===== src/rtl/clk_div_ctrl.sv =====
// clk_div_ctrl: run-controlled programmable clock divider (start/stop, continuous or burst, shadowed reconfig).
// Latency: clk_out/tick registered; first rising edge half+1 clk_in cycles after the start edge.
// Backpressure: cfg_ready is 1 in IDLE; while busy it drops until the shadow config is taken at the next wrap.
// Optional feature: define CLK_DIV_CTRL_CNT_EN to add edge_cnt[15:0] (saturating rising-edge count since start).
module clk_div_ctrl #(
  parameter int unsigned CNT_W        = 26,
  parameter int unsigned DEFAULT_HALF = 2499,
  parameter int unsigned MIN_HALF     = 1
) (
  input  logic             clk_in,
  input  logic             reset,
  input  logic             start,
  input  logic             stop,
  input  logic             cfg_valid,
  output logic             cfg_ready,
  input  logic [CNT_W-1:0] cfg_half,
  input  logic             cfg_burst,
  input  logic [7:0]       cfg_len,
  output logic             clk_out,
  output logic             tick,
  output logic             busy,
  output logic             done
`ifdef CLK_DIV_CTRL_CNT_EN
  ,
  output logic [15:0]      edge_cnt
`endif
);

  typedef enum logic [1:0] {IDLE, RUN, STOPPING} state_t;

  typedef struct packed {
    logic [CNT_W-1:0] half;
    logic             burst;
    logic [7:0]       len;
  } cfg_t;

  localparam logic [CNT_W-1:0] DEF_H = CNT_W'(DEFAULT_HALF);
  localparam logic [CNT_W-1:0] MIN_H = CNT_W'(MIN_HALF);
  localparam cfg_t RESET_CFG = {DEF_H, 1'b0, 8'd0};

  state_t           state, state_nxt;
  logic [CNT_W-1:0] cnt, cnt_nxt;
  logic             clk_nxt, tick_nxt, done_nxt;
  cfg_t             act, act_nxt;
  cfg_t             sh, sh_nxt;
  logic             sh_vld, sh_vld_nxt;
  logic [7:0]       edges, edges_nxt;

  logic [CNT_W-1:0] half_clamped;
  cfg_t             cfg_in;
  logic             cfg_acc;
  logic             wrap;
  logic             rise;
  logic             to_idle;

  // Incoming config with the half-period clamped to the smallest legal count.
  assign half_clamped = (cfg_half < MIN_H) ? MIN_H : cfg_half;
  assign cfg_in       = {half_clamped, cfg_burst, cfg_len};
  assign cfg_ready    = (state == IDLE) || !sh_vld;
  assign cfg_acc      = cfg_valid && cfg_ready;
  assign wrap         = (cnt == act.half);
  assign rise         = wrap && !clk_out;

  // Next-state, counter, clock-phase and config-bank decisions.
  always_comb begin
    state_nxt  = state;
    cnt_nxt    = cnt;
    clk_nxt    = clk_out;
    tick_nxt   = 1'b0;
    done_nxt   = 1'b0;
    act_nxt    = act;
    sh_nxt     = sh;
    sh_vld_nxt = sh_vld;
    edges_nxt  = edges;
    to_idle    = 1'b0;

    case (state)
      IDLE: begin
        // A config accepted alongside start takes effect from the next cycle;
        // the start decision itself looks at the config already held.
        if (cfg_acc) act_nxt = cfg_in;
        if (start && !stop) begin
          if (act.burst && (act.len == 8'd0)) begin
            done_nxt = 1'b1;
          end else begin
            state_nxt = RUN;
            cnt_nxt   = '0;
            clk_nxt   = 1'b0;
            edges_nxt = '0;
          end
        end
      end

      RUN: begin
        if (wrap) begin
          cnt_nxt = '0;
          clk_nxt = ~clk_out;
          if (sh_vld) begin
            act_nxt    = sh;
            sh_vld_nxt = 1'b0;
          end
        end else begin
          cnt_nxt = cnt + CNT_W'(1);
        end
        if (rise) begin
          tick_nxt  = 1'b1;
          edges_nxt = edges + 8'd1;
          if (act.burst && ((edges + 8'd1) == act.len)) state_nxt = STOPPING;
        end
        // Stop in the low phase ends at once (and suppresses a coincident rise);
        // stop in the high phase waits for the fall unless it falls right now.
        if (stop) begin
          if (!clk_out || wrap) to_idle = 1'b1;
          else                  state_nxt = STOPPING;
        end
      end

      STOPPING: begin
        if (wrap) to_idle = 1'b1;
        else      cnt_nxt = cnt + CNT_W'(1);
      end

      default: begin
        state_nxt = IDLE;
      end
    endcase

    if (to_idle) begin
      state_nxt = IDLE;
      cnt_nxt   = '0;
      clk_nxt   = 1'b0;
      tick_nxt  = 1'b0;
      done_nxt  = 1'b1;
      if (sh_vld) begin
        act_nxt    = sh;
        sh_vld_nxt = 1'b0;
      end
    end

    // While busy, new configs wait in the shadow; if we are leaving for IDLE
    // this cycle there is nothing to synchronise with, so write active directly.
    if (cfg_acc && (state != IDLE)) begin
      if (state_nxt == IDLE) begin
        act_nxt = cfg_in;
      end else begin
        sh_nxt     = cfg_in;
        sh_vld_nxt = 1'b1;
      end
    end
  end

  // State and datapath registers with synchronous active-low reset.
  always_ff @(posedge clk_in) begin
    if (!reset) begin
      state   <= IDLE;
      cnt     <= '0;
      clk_out <= 1'b0;
      tick    <= 1'b0;
      busy    <= 1'b0;
      done    <= 1'b0;
      act     <= RESET_CFG;
      sh      <= RESET_CFG;
      sh_vld  <= 1'b0;
      edges   <= '0;
    end else begin
      state   <= state_nxt;
      cnt     <= cnt_nxt;
      clk_out <= clk_nxt;
      tick    <= tick_nxt;
      busy    <= (state_nxt != IDLE);
      done    <= done_nxt;
      act     <= act_nxt;
      sh      <= sh_nxt;
      sh_vld  <= sh_vld_nxt;
      edges   <= edges_nxt;
    end
  end

`ifdef CLK_DIV_CTRL_CNT_EN
  logic start_go;
  assign start_go = (state == IDLE) && (state_nxt == RUN);

  // Saturating count of rising edges since the last start.
  always_ff @(posedge clk_in) begin
    if (!reset) begin
      edge_cnt <= '0;
    end else if (start_go) begin
      edge_cnt <= '0;
    end else if (tick_nxt && (edge_cnt != 16'hFFFF)) begin
      edge_cnt <= edge_cnt + 16'd1;
    end
  end
`endif

endmodule


===== config.mk =====
export PLATFORM = sky130hd
export DESIGN_NAME = clk_div_ctrl
export DESIGN_NICKNAME = d
export VERILOG_FILES = /design/src/rtl/clk_div_ctrl.sv
export SDC_FILE = /design/constraint.sdc
export NUM_CORES = 1
export LEC_CHECK = 0
export CORE_MARGIN = 2
export CORE_UTILIZATION = 54
export CTS_CLUSTER_DIAMETER = 40
export CTS_CLUSTER_SIZE = 28
export DETAILED_ROUTE_END_ITERATION = 6
export GPL_TIMING_DRIVEN = 0
export PLACE_DENSITY = 0.76
export SYNTH_ARGS = -nofsm -noshare
export SYNTH_HDL_FRONTEND = slang
export SYNTH_SLANG_ARGS = --single-unit

===== constraint.sdc =====
create_clock -name clk_in -period 2.67 [get_ports clk_in]
set_input_delay 0.267 -clock clk_in [delete_from_list [all_inputs] [get_ports clk_in]]
set_output_delay 0.267 -clock clk_in [all_outputs]
set_load 0.01 [all_outputs]

==> impl_results.md <==
* Status: finished, violations left
* Failing checks: setup timing
* Multi-input gate area at 0.00449 mm²
* Tcrit/Tclk final at 1.08
* Avg WL per Cell at 23.8 µm
* Drt total wl at 23300 µm
* Clock root buffer master: clkbuf_16
* Core area at 0.0119 mm²
* Final WS setup at -0.211 ns
* Min Hold Slack at 0.484 ns
* Metal1 wirelength at 9390 µm
* Met3 wire len at 2200 µm
* TritonCTS Buffers at 9
* F_max at 347 MHz
* VDD IR max at 506 µV
* DR vias at 7162
* Req. time, crit path at 2.97 ns
* Final instance area at 0.00843 mm²
* Rel. slew slack at 0.558
* EDFF count, synth at 0
* Layout cells sized above 1 at 0.221
* Worst Path Max Fanout at 10
* Netlist cell types at 64
* Max Cap Viol at 0
* Cell area power density at 494 mW/mm²
* Arr. time, crit path at 3.18 ns
* DRT iter0 DRCs at 992
* Crit-path slowest cell: or4_4
* Die ar. at 0.0129 mm²
* Top sig layer: met4
* Ys Warns at 0
* Final slew viol count at 0
* CTS tree: yes
* Fin util at 0.708
* Initial Utilization at 0.546
* Pint at 2.88 mW
* Placed Area at 0.00714 mm²
* First drt pass iteration count at 6
* Worst-Margin Slew at 0.664 ns
* Switching Share at 0.310
* Clock share of power at 0.328
* R2r startpoint: edges[0]
* CTS Buffer Depth at 2
* Met2 WL post-DR at 10900 µm
* Layout area overhead at 29.5%
* Cells after Synth at 757
* Mapped Avg Cell Area at 8.60 µm²
* Largest net degree at the start of global routing at 18
* CTS H-tree lvls at 3
* Hold Path Origin: sh[6]
* CP top delay family: simple AND/OR/NAND/NOR gates
* Syn nets at 803
* WP buf/inv at 3
* Vias per cell at 7.32
* Detail Placement HPWL at 15600 µm
* Main synth FF type: dfxtp_1
* Worst hold path depth at 2
* ANT nets after route at 0
* Flop pwr share at 0.432
* Largest stage delay, worst path at 0.49 ns
* Global-route wire length before repair at 35100 µm
* Initial antenna violation count at 0
* Clock sinks at 111
* Asr flop ratio synth at 0
* Worst setup SP type: flop
* CTS clk-pin slew, worst paths at 0.08 ns
* Switching power at 1.29 mW
* Logic pwr share at 0.240
* GP Congestion at 0.963
* Antenna Cells at 0
* GRT Overall Usage at 0.346
* Die width at 114 µm
* Total grt overflow at 0
* Row count at 40
* Most common cell after layout, fill and taps aside: dfxtp_1
* Synthesized area at 0.00651 mm²
* Reg area at 0.00225 mm²
* Ports at 45
* Layout Nets at 873
* Crit path cell chain: ha_4 -> xor2_1 -> nor4b_2 -> o2111ai_2 -> or4_4 -> o211ai_1 -> buf_4 -> buf_12 -> buf_8 -> nand4_1 -> a21oi_2
* Sequential area share after synthesis at 0.341
* R2R setup slack at -0.21 ns
* Final setup vio count at 70
* IO Port Bufs at 44
* Static leakage at 2.77 nW
* Hold Vio Cnt, Final at 0
* Fillers at 929
* Crit Path Category: reg2reg
* Hold/Removal Path Class: reg2reg
* Worst Clk Skew at 0.0107 ns
* #FFs+latches synth at 111
* RSZ-0062 raised after global routing: true
* Worst r2r dst: sh[8]
* Number of global-route vias before repair at 6644
* Tmin final at 2.88 ns
* Fin Setup TNS at -9.18 ns
* Hold Crit Endpoint: sh[6]
* Commonest non-fill, non-tap cells in the layout: 98 x dfxtp_1, 44 x nand4_1, 44 x clkdlybuf4s50_1, 42 x a21oi_1, 37 x xor2_1
* Crit path capture type: flop
* Total power at 4.17 mW
* Die Ht at 114 µm
* Residual DRC at 0
* Clk Latency, worst-skew pair at 0.37 ns
* R2R cell count at 11
[sequential cells by signal (all words and copies together), names as in the netlist]
signal / cells
clk_out: 1
busy: 1
act: 35
edges: 8
cnt: 26
sh: 35
sh_vld: 1
done: 1
tick: 1
state: 2
[layout make-up]
| type | count | area share |
|---|---|---|
| Multi-Input combinational cell | 562 | 0.533 |
| Clock buffer | 12 | 0.0316 |
| Tap cell | 147 | 0.0218 |
| Inverter | 8 | 0.00356 |
| Sequential cell | 111 | 0.267 |
| Clock inverter | 3 | 0.00312 |
| Timing Repair Buffer | 65 | 0.0813 |
| Buffer | 70 | 0.0585 |
[power by group through the flow]
stage | logic [mW] | clock network [mW] | registers [mW]
global placement | 0.676 | 0 | 1.83
CTS | 0.883 | 1.37 | 1.80
finish | 1.00 | 1.37 | 1.80
floorplan | 0.463 | 0 | 1.80
detailed placement | 0.698 | 0 | 1.83
global route | 1.04 | 1.43 | 1.81
[timing repair]
item / CTS / global route
endpoints found under the hold margin: 0 / 0
pin swaps: 33 / 22
gates resized for setup: 130 / 77
cloned: 4 / 3
hold buffers: 0 / 0
endpoints found under the setup margin: 107 / 104
setup buffers: 11 / 3
[worst reg2reg max path, cell delays in order, from the launching register on]
cell and delay [ns]:
dfxtp_4 0.36, ha_4 0.24, xor2_1 0.16, nor4b_2 0.32, o2111ai_2 0.20, or4_4 0.49
o211ai_1 0.20, buf_4 0.23, buf_12 0.17, buf_8 0.14, nand4_1 0.16, a21oi_2 0.15
[cell usage after synthesis (3+ instances only)]
cell	number	area, µm²
or3_1	10	62.6
and2_1	9	56.3
o21a_1	7	52.6
a21boi_0	8	60.1
nor4_1	17	106
a311oi_1	31	272
nand2b_1	5	31.3
ha_1	6	75.1
nor3_1	8	40.0
or4_1	7	52.6
o21ai_0	23	115
and3_1	13	81.3
nor2b_1	3	18.8
nor2_1	32	120
buf_2	17	85.1
clkbuf_1	55	206
nand4_1	44	275
xor2_1	38	333
nand3_1	21	105
a211oi_1	37	278
nor4_2	3	37.5
a22oi_1	29	218
a221oi_2	3	45.0
o31ai_1	33	248
a31oi_1	10	62.6
nand2_1	25	93.8
a32o_1	34	340
a21oi_1	51	255
dfxtp_1	111	2220
mux2i_1	7	70.1
and4_1	4	35.0
xnor2_1	6	52.6
o211ai_1	3	22.5
a221oi_1	5	43.8
inv_1	7	26.3
[layer usage]
layer,track usage,up-vias
met1,0.450,3416
met3,0.0744,83
met5,0,-
met2,0.562,477
li1,-,3186
met4,0.137,0
[through the flow]
step                      std cells  worst slack [ns]
after floorplan                 757           -0.0264
after global placement          948            -0.599
after detailed placement        948            -0.752
after CTS                       974           -0.0887
after global routing            978            -0.234
final                           978            -0.211
[how the worst max path moves through the flow]
| stage | slack (ns) | end | depth (start not counted) | startpoint |
|---|---|---|---|---|
| after floorplan | -0.03 | sh[31] | 12 | state[0] |
| after global placement | -0.60 | sh_vld | 10 | edges[0] |
| after detailed placement | -0.75 | act[26] | 9 | edges[0] |
| after CTS | -0.09 | act[5] | 10 | edges[0] |
| after global routing | -0.23 | sh[8] | 11 | edges[0] |
| final | -0.21 | sh[8] | 11 | edges[0] |
[cell families (layout without fill, tap and decap cells)]
group / Yosys count / after routing / synth area share
muxes: 8 / 8 / 0.0125
DFF: 111 / 111 / 0.341
adders and majority gates: 6 / 6 / 0.0115
and+or+nand+nor: 208 / 208 / 0.181
buffers and inverters: 84 / 158 / 0.0534
xor gates and xnor gates: 44 / 44 / 0.0592
AOI/OAI and AO/OA: 296 / 296 / 0.341
Note: power is estimated with default switching activity, not from simulation.
